--- config.mk ---
export PLATFORM = sky130hd
export DESIGN_NAME = uart_alu_sequencer
export DESIGN_NICKNAME = d
export VERILOG_FILES = /design/src/rtl/uart_alu_sequencer.sv
export SDC_FILE = /design/constraint.sdc
export NUM_CORES = 1
export LEC_CHECK = 0
export BUFFER_PORTS_ARGS = -buffer_cell sky130_fd_sc_hd__buf_2
export CORE_MARGIN = 3
export CORE_UTILIZATION = 30
export CTS_BUF_LIST = sky130_fd_sc_hd__clkbuf_16
export DETAILED_ROUTE_END_ITERATION = 10
export PLACE_DENSITY = 0.51
export SETUP_SLACK_MARGIN = 0.15
export SLEW_MARGIN = 20
export SYNTH_ARGS = -nofsm -noshare
export SYNTH_HDL_FRONTEND = slang
export SYNTH_SLANG_ARGS = --single-unit
--- constraint.sdc ---
create_clock -name clk -period 2.11 [get_ports clk]
set_input_delay 0.5275 -clock clk [delete_from_list [all_inputs] [get_ports clk]]
set_output_delay 0.5275 -clock clk [all_outputs]
set_load 0.02 [all_outputs]
--- src/rtl/uart_alu_sequencer.sv ---
// Pops A, B, Op from the UART RX FIFO, drives the ALU, and pushes the result to the UART TX FIFO.
// Latency: 2 cycles from the last byte pop to wr_uart (EXEC, SEND). Backpressure: waits on rx_empty and tx_full.
// CMD_TIMEOUT_EN adds an abort of a partial command after TIMEOUT_CYCLES idle cycles.
module uart_alu_sequencer #(
  parameter int SIZE           = 8,
  parameter int TIMEOUT_CYCLES = 1000
) (
  input  logic            clk,
  input  logic            reset,
  input  logic            rx_empty,
  input  logic [SIZE-1:0] rx_data,
  output logic            rd_uart,
  output logic [SIZE-1:0] alu_a,
  output logic [SIZE-1:0] alu_b,
  output logic [5:0]      alu_op,
  input  logic [SIZE-1:0] alu_result,
  input  logic            tx_full,
  output logic [SIZE-1:0] tx_data,
  output logic            wr_uart,
  output logic            busy
);

  typedef enum logic [2:0] {
    S_GET_A,
    S_GET_B,
    S_GET_OP,
    S_EXEC,
    S_SEND
  } state_t;

  state_t          r_state;
  logic [SIZE-1:0] r_alu_a;
  logic [SIZE-1:0] r_alu_b;
  logic [5:0]      r_alu_op;
  logic [SIZE-1:0] r_tx_data;
  logic            w_get;
  logic            w_abort;

  assign w_get   = (r_state == S_GET_A) || (r_state == S_GET_B) || (r_state == S_GET_OP);
  assign rd_uart = !reset && w_get && !rx_empty;
  assign wr_uart = !reset && (r_state == S_SEND) && !tx_full;
  assign busy    = (r_state != S_GET_A);
  assign alu_a   = r_alu_a;
  assign alu_b   = r_alu_b;
  assign alu_op  = r_alu_op;
  assign tx_data = r_tx_data;

`ifdef CMD_TIMEOUT_EN
  localparam int CW = $clog2(TIMEOUT_CYCLES + 1);

  logic [CW-1:0] r_tmo_cnt;
  logic          w_mid_cmd;

  assign w_mid_cmd = (r_state == S_GET_B) || (r_state == S_GET_OP);
  // An arriving byte wins over an expiring counter.
  assign w_abort   = w_mid_cmd && rx_empty && (r_tmo_cnt == CW'(TIMEOUT_CYCLES));

  always_ff @(posedge clk or posedge reset) begin
    if (reset) begin
      r_tmo_cnt <= '0;
    end else if (w_mid_cmd && rx_empty && !w_abort) begin
      r_tmo_cnt <= r_tmo_cnt + CW'(1);
    end else begin
      r_tmo_cnt <= '0;
    end
  end
`else
  assign w_abort = 1'b0;
`endif

  always_ff @(posedge clk or posedge reset) begin
    if (reset) begin
      r_state   <= S_GET_A;
      r_alu_a   <= '0;
      r_alu_b   <= '0;
      r_alu_op  <= '0;
      r_tx_data <= '0;
    end else begin
      case (r_state)
        S_GET_A: begin
          if (!rx_empty) begin
            r_alu_a <= rx_data;
            r_state <= S_GET_B;
          end
        end
        S_GET_B: begin
          if (!rx_empty) begin
            r_alu_b <= rx_data;
            r_state <= S_GET_OP;
          end else if (w_abort) begin
            r_state <= S_GET_A;
          end
        end
        S_GET_OP: begin
          if (!rx_empty) begin
            r_alu_op <= rx_data[5:0];
            r_state  <= S_EXEC;
          end else if (w_abort) begin
            r_state <= S_GET_A;
          end
        end
        S_EXEC: begin
          r_tx_data <= alu_result;
          r_state   <= S_SEND;
        end
        S_SEND: begin
          if (!tx_full) begin
            r_state <= S_GET_A;
          end
        end
        default: r_state <= S_GET_A;
      endcase
    end
  end

endmodule

* Yosys cells after proc, flatten, opt, wreduce, memory -nomap -nowiden
Cells that the tools add are included.
** Cells by class
- Bitwise gates (word level) :: 1
- Reductions and logical operators :: 15
- Muxes and demuxes :: 5
- Equality and inequality tests :: 8
** Operators by type and width (count)
- case mux 3 bit (5 select lines) :: 1
- two-way mux 3 bit :: 4
- != test 2 bit (second input constant) :: 4
- == test 3 x 2 -> 1 bit (second input constant) :: 2
- AND reduction 2 bit :: 3
- logical AND 1 bit :: 4
- AND reduction 4 bit :: 1
- == test 3 x 1 -> 1 bit (second input constant) :: 1
- == test 3 bit (second input constant) :: 1
- zero test 1 bit :: 3
- zero test 3 bit :: 1
- nonzero test 3 bit :: 1
- logical OR 1 bit :: 2
- inverter 1 bit :: 1
** Word-level totals
- Output and inout bits :: 33
- Register bits :: 33
- Bits of input ports :: 20
- Logic and storage cells :: 34

* Depth between registers and ports, before layout
- Depth in word-level cells :: 5
- Gate-level depth with buffers :: 3
- Depth with buffers taken out :: 2

* Least setup slack after synthesis
OpenSTA, ideal clock, no wires.
- Path type :: in2out
- From :: input port rx_empty
- To :: output port rd_uart
- Buffers on the path :: 1
- Cell stages on the path :: 2
- Data arrival time :: 1.830 ns
- Slack :: -0.247 ns
- Data required time :: 1.582 ns
- Cell sequence :: buf_2 > a2111oi_0
** On the way
- Cells in the longest elaborated chain, start to end :: 2
** Ends and longest elaborated chain
- start, declared :: RTL line 10 : input logic rx_empty,
- zero test 1 bit
- logical AND 1 bit :: RTL line 40 : assign rd_uart = !reset && w_get && !rx_empty;
- end, declared :: RTL line 12 : output logic rd_uart,
No other way between the ends.

* Worst setup path in the final report
- From :: register r_state[1]
- To :: output port rd_uart
** On the way
- Cells in the longest elaborated chain, start to end :: 5
- Elaborated cells on any way between the ends :: 7
- Classes of those cells :: 2 x eq/ne; 5 x reduce/logical
** Ends and longest elaborated chain
- start, declared :: RTL line 31 : state_t r_state;
- start signal, assigned :: RTL line 73 : r_state <= S_GET_A;
- start signal, assigned :: RTL line 83 : r_state <= S_GET_B;
- start signal, assigned :: RTL line 89 : r_state <= S_GET_OP;
- == test 3 x 1 -> 1 bit / zero test 3 bit (equally long branches) :: RTL line 39 : assign w_get = (r_state == S_GET_A) || (r_state == S_GET_B) || (r_state == S_GET_OP);
- logical OR 1 bit :: RTL line 39
- logical OR 1 bit * :: RTL line 39
- logical AND 1 bit * (2 in a row) :: RTL line 40
Every way passes the cells marked *; elsewhere a longest branch is shown, timed or not.

==> impl_results.md <==
* Outcome: completed
* Iteration-0 DRC Markers at 28
* Largest net degree at the start of global routing at 34
* PortBufs at 52
* Cells after synthesis at 84
* I/O pin cnt at 53
* Worst EP required at 1.58 ns
* Layout cells sized above 1 at 69.7%
* CP max FO at 11
* Worst-Skew Late Latency at 0.27 ns
* Synthesis Warnings at 0
* All-Layer GR Usage at 11.4%
* Cell Area, Synth at 0.00135 mm²
* Number of flops mapped to enable cells by yosys at 0
* Die area at 0.00535 mm²
* Initial Utilization at 32.4%
* Commonest non-fill, non-tap cell in the layout: buf_2
* H-tree levels at 2
* Antenna violations before repair at 0
* DRC viols at 0
* Critical path, cell by cell: a2111oi_2 > buf_2
* Cts hold-fix bufs at 0
* Area after DPL at 0.00167 mm²
* Top cell type by total area after synthesis: dfrtp_1
* CTS Sinks at 33
* Most frequent cells in the layout: buf_2 (52), mux2_2 (30), dfrtp_1 (30)
* Overflow after GRT at 0
* Crit. End Element: output port
* Fillers at 374
* Worst Setup Slack, final at 0.224 ns
* VDD IR-drop max at 0.639 mV
* Die H at 73.1 µm
* Post-synthesis sequential area ratio at 61.1%
* RSZ-0062 raised after global routing: no
* Synth top area share at 61.1%
* CTS tree: built
* Die X at 73.1 µm
* Diode count at 0
* Total power at 3.17 mW
* Pins over their slew limit at 0
* Final setup skew at 0.00330 ns
* Gp weighted congestion at 0.695
* Max incr delay on CP at 0.49 ns
* Nets@finish at 162
* Max-Cap Viols at 0
* Area grow syn2layout at 33.8%
* WS Path Type: flop to output port
* Fmax at 530 MHz
* Crit start category: flop
* Worst-path clk slew at 0.05 ns
* DRT Pass-1 Iters at 3
* Critical path's slowest cell: dfrtp_2
* Post-Syn Nets at 104
* Total CTS buffers at 5
* Core Area at 0.00417 mm²
* P per Cell Area at 1750 mW/mm²
* Final worst-path cycle share at 89.4%
* Root buffer cell: clkbuf_16
* Final instance area at 0.00181 mm²
* Worst EP arrival at 1.36 ns
* Hold Fails Final Rpt at 0
* LEAKAGE at 0.845 nW
* First-pass GRT wire length at 4570 µm
* Routed Antenna Nets at 0
* Clock buffer depth at 2
* WL/cell at 15.0 µm
* Placed wire-length estimate at 2140 µm
* Setup violators final at 0
* Pre-CTS setup slack at 0.317 ns
* Synthesized flop and latch total at 33
* Least-Margin Pin Slew at 0.522 ns
* FF/Latch Area at 830 µm²
* # rows at 23
* Setup TNS at 0 ns
* Vias in the first global route at 947
* Fin crit period at 1.89 ns
* Number of vias per cell at 4.57
* Worst hold path class: primary input to async pin
* Largest cells by area after synthesis: dfrtp_1 (61%), mux2_2 (25%), nor4b_4 (3.5%)
* Asr flop ratio synth at 100%
* Post-Syn Area per Cell at 16.1 µm²
* Area of the multi-input gates at 494 µm²
* Synth unique cells at 17
* Final hold slack at 0.369 ns
* Slew HR at 65.1%
* Ys flop type: dfrtp_1
* Vias at 878
* Post-Route WL at 2870 µm
-- synthesized netlist by cell type, types with 2 or more instances --
master     n
a21oi_1    2
buf_4      2
dfrtp_1   33
inv_1      2
mux2_2    30
nand2b_1   2
nand3b_1   2
nor4b_4    2
-- sequential cells by signal (all words and copies together), names as in the netlist --
register,count
alu_op,6
alu_b,8
r_state,3
tx_data,8
alu_a,8
-- kinds of logic after synthesis --
family / Yosys count / share of synthesized area (%)
flops: 33 / 61.1
buf+inv: 6 / 2.87
simple gates: 11 / 9.16
mux: 30 / 25.0
compound gates: 4 / 1.94
-- area by class of cell --
class | count | share of cell area, %
Sequential cell | 33 | 45.9
Multi-Input combinational cell | 45 | 27.3
Timing Repair Buffer | 55 | 15.6
Clock buffer | 5 | 6.92
Tap cell | 50 | 3.46
Clock inverter | 2 | 0.415
Inverter | 2 | 0.415
-- metal layers --
layer,global-route usage [%],up-vias,wire (µm)
li1,-,421,-
met1,13.2,431,1160
met2,18.7,21,1510
met3,4.55,5,152
met4,4.92,0,48
met5,0,-,0
-- what timing repair did --
action | CTS | global route
gates resized for setup | 0 | 3
buffers inserted | 0 | 0
setup endpoints to repair | 0 | 3
-- worst paths after layout --
path | startpoint | to | slack [ns] | depth (start not counted)
max | r_state[1] | rd_uart | 0.22 | 2
min | reset | tx_data[0] | 0.37 | 3
max reg2reg | r_state[2] | alu_a[7] | 0.52 | 3
min reg2reg | alu_op[1] | alu_op[1] | 0.50 | 1
max in group asynchronous | reset | r_state[1] | 1.42 | 3
min in group clk | alu_result[6] | tx_data[6] | 0.49 | 2
-- power breakdown --
part / total [mW] / leakage [nW] / internal, mW / switching, mW
combinational: 1.33 / 0.388 / 0.609 / 0.721
sequential: 1.19 / 0.388 / 0.961 / 0.225
clock: 0.652 / 0.0685 / 0.420 / 0.232
total: 3.17 / 0.845 / 1.99 / 1.18
-- metrics by stage --
stage                     utilization (%)  instances
final                                43.4        192
after floorplan                         -         84
after detailed placement             40.1        185
after CTS                            43.3        192
after global placement               40.1        185
after global routing                 43.4        192
-- worst max-delay path: cells and delay by family, from the launching register on --
family | cells | cell delay (ns)
AOI/OAI and AO/OA | 1 | 0.38
buffers and inverters | 1 | 0.22
DFF | 1 | 0.49
(Power assumes the default switching activity.)
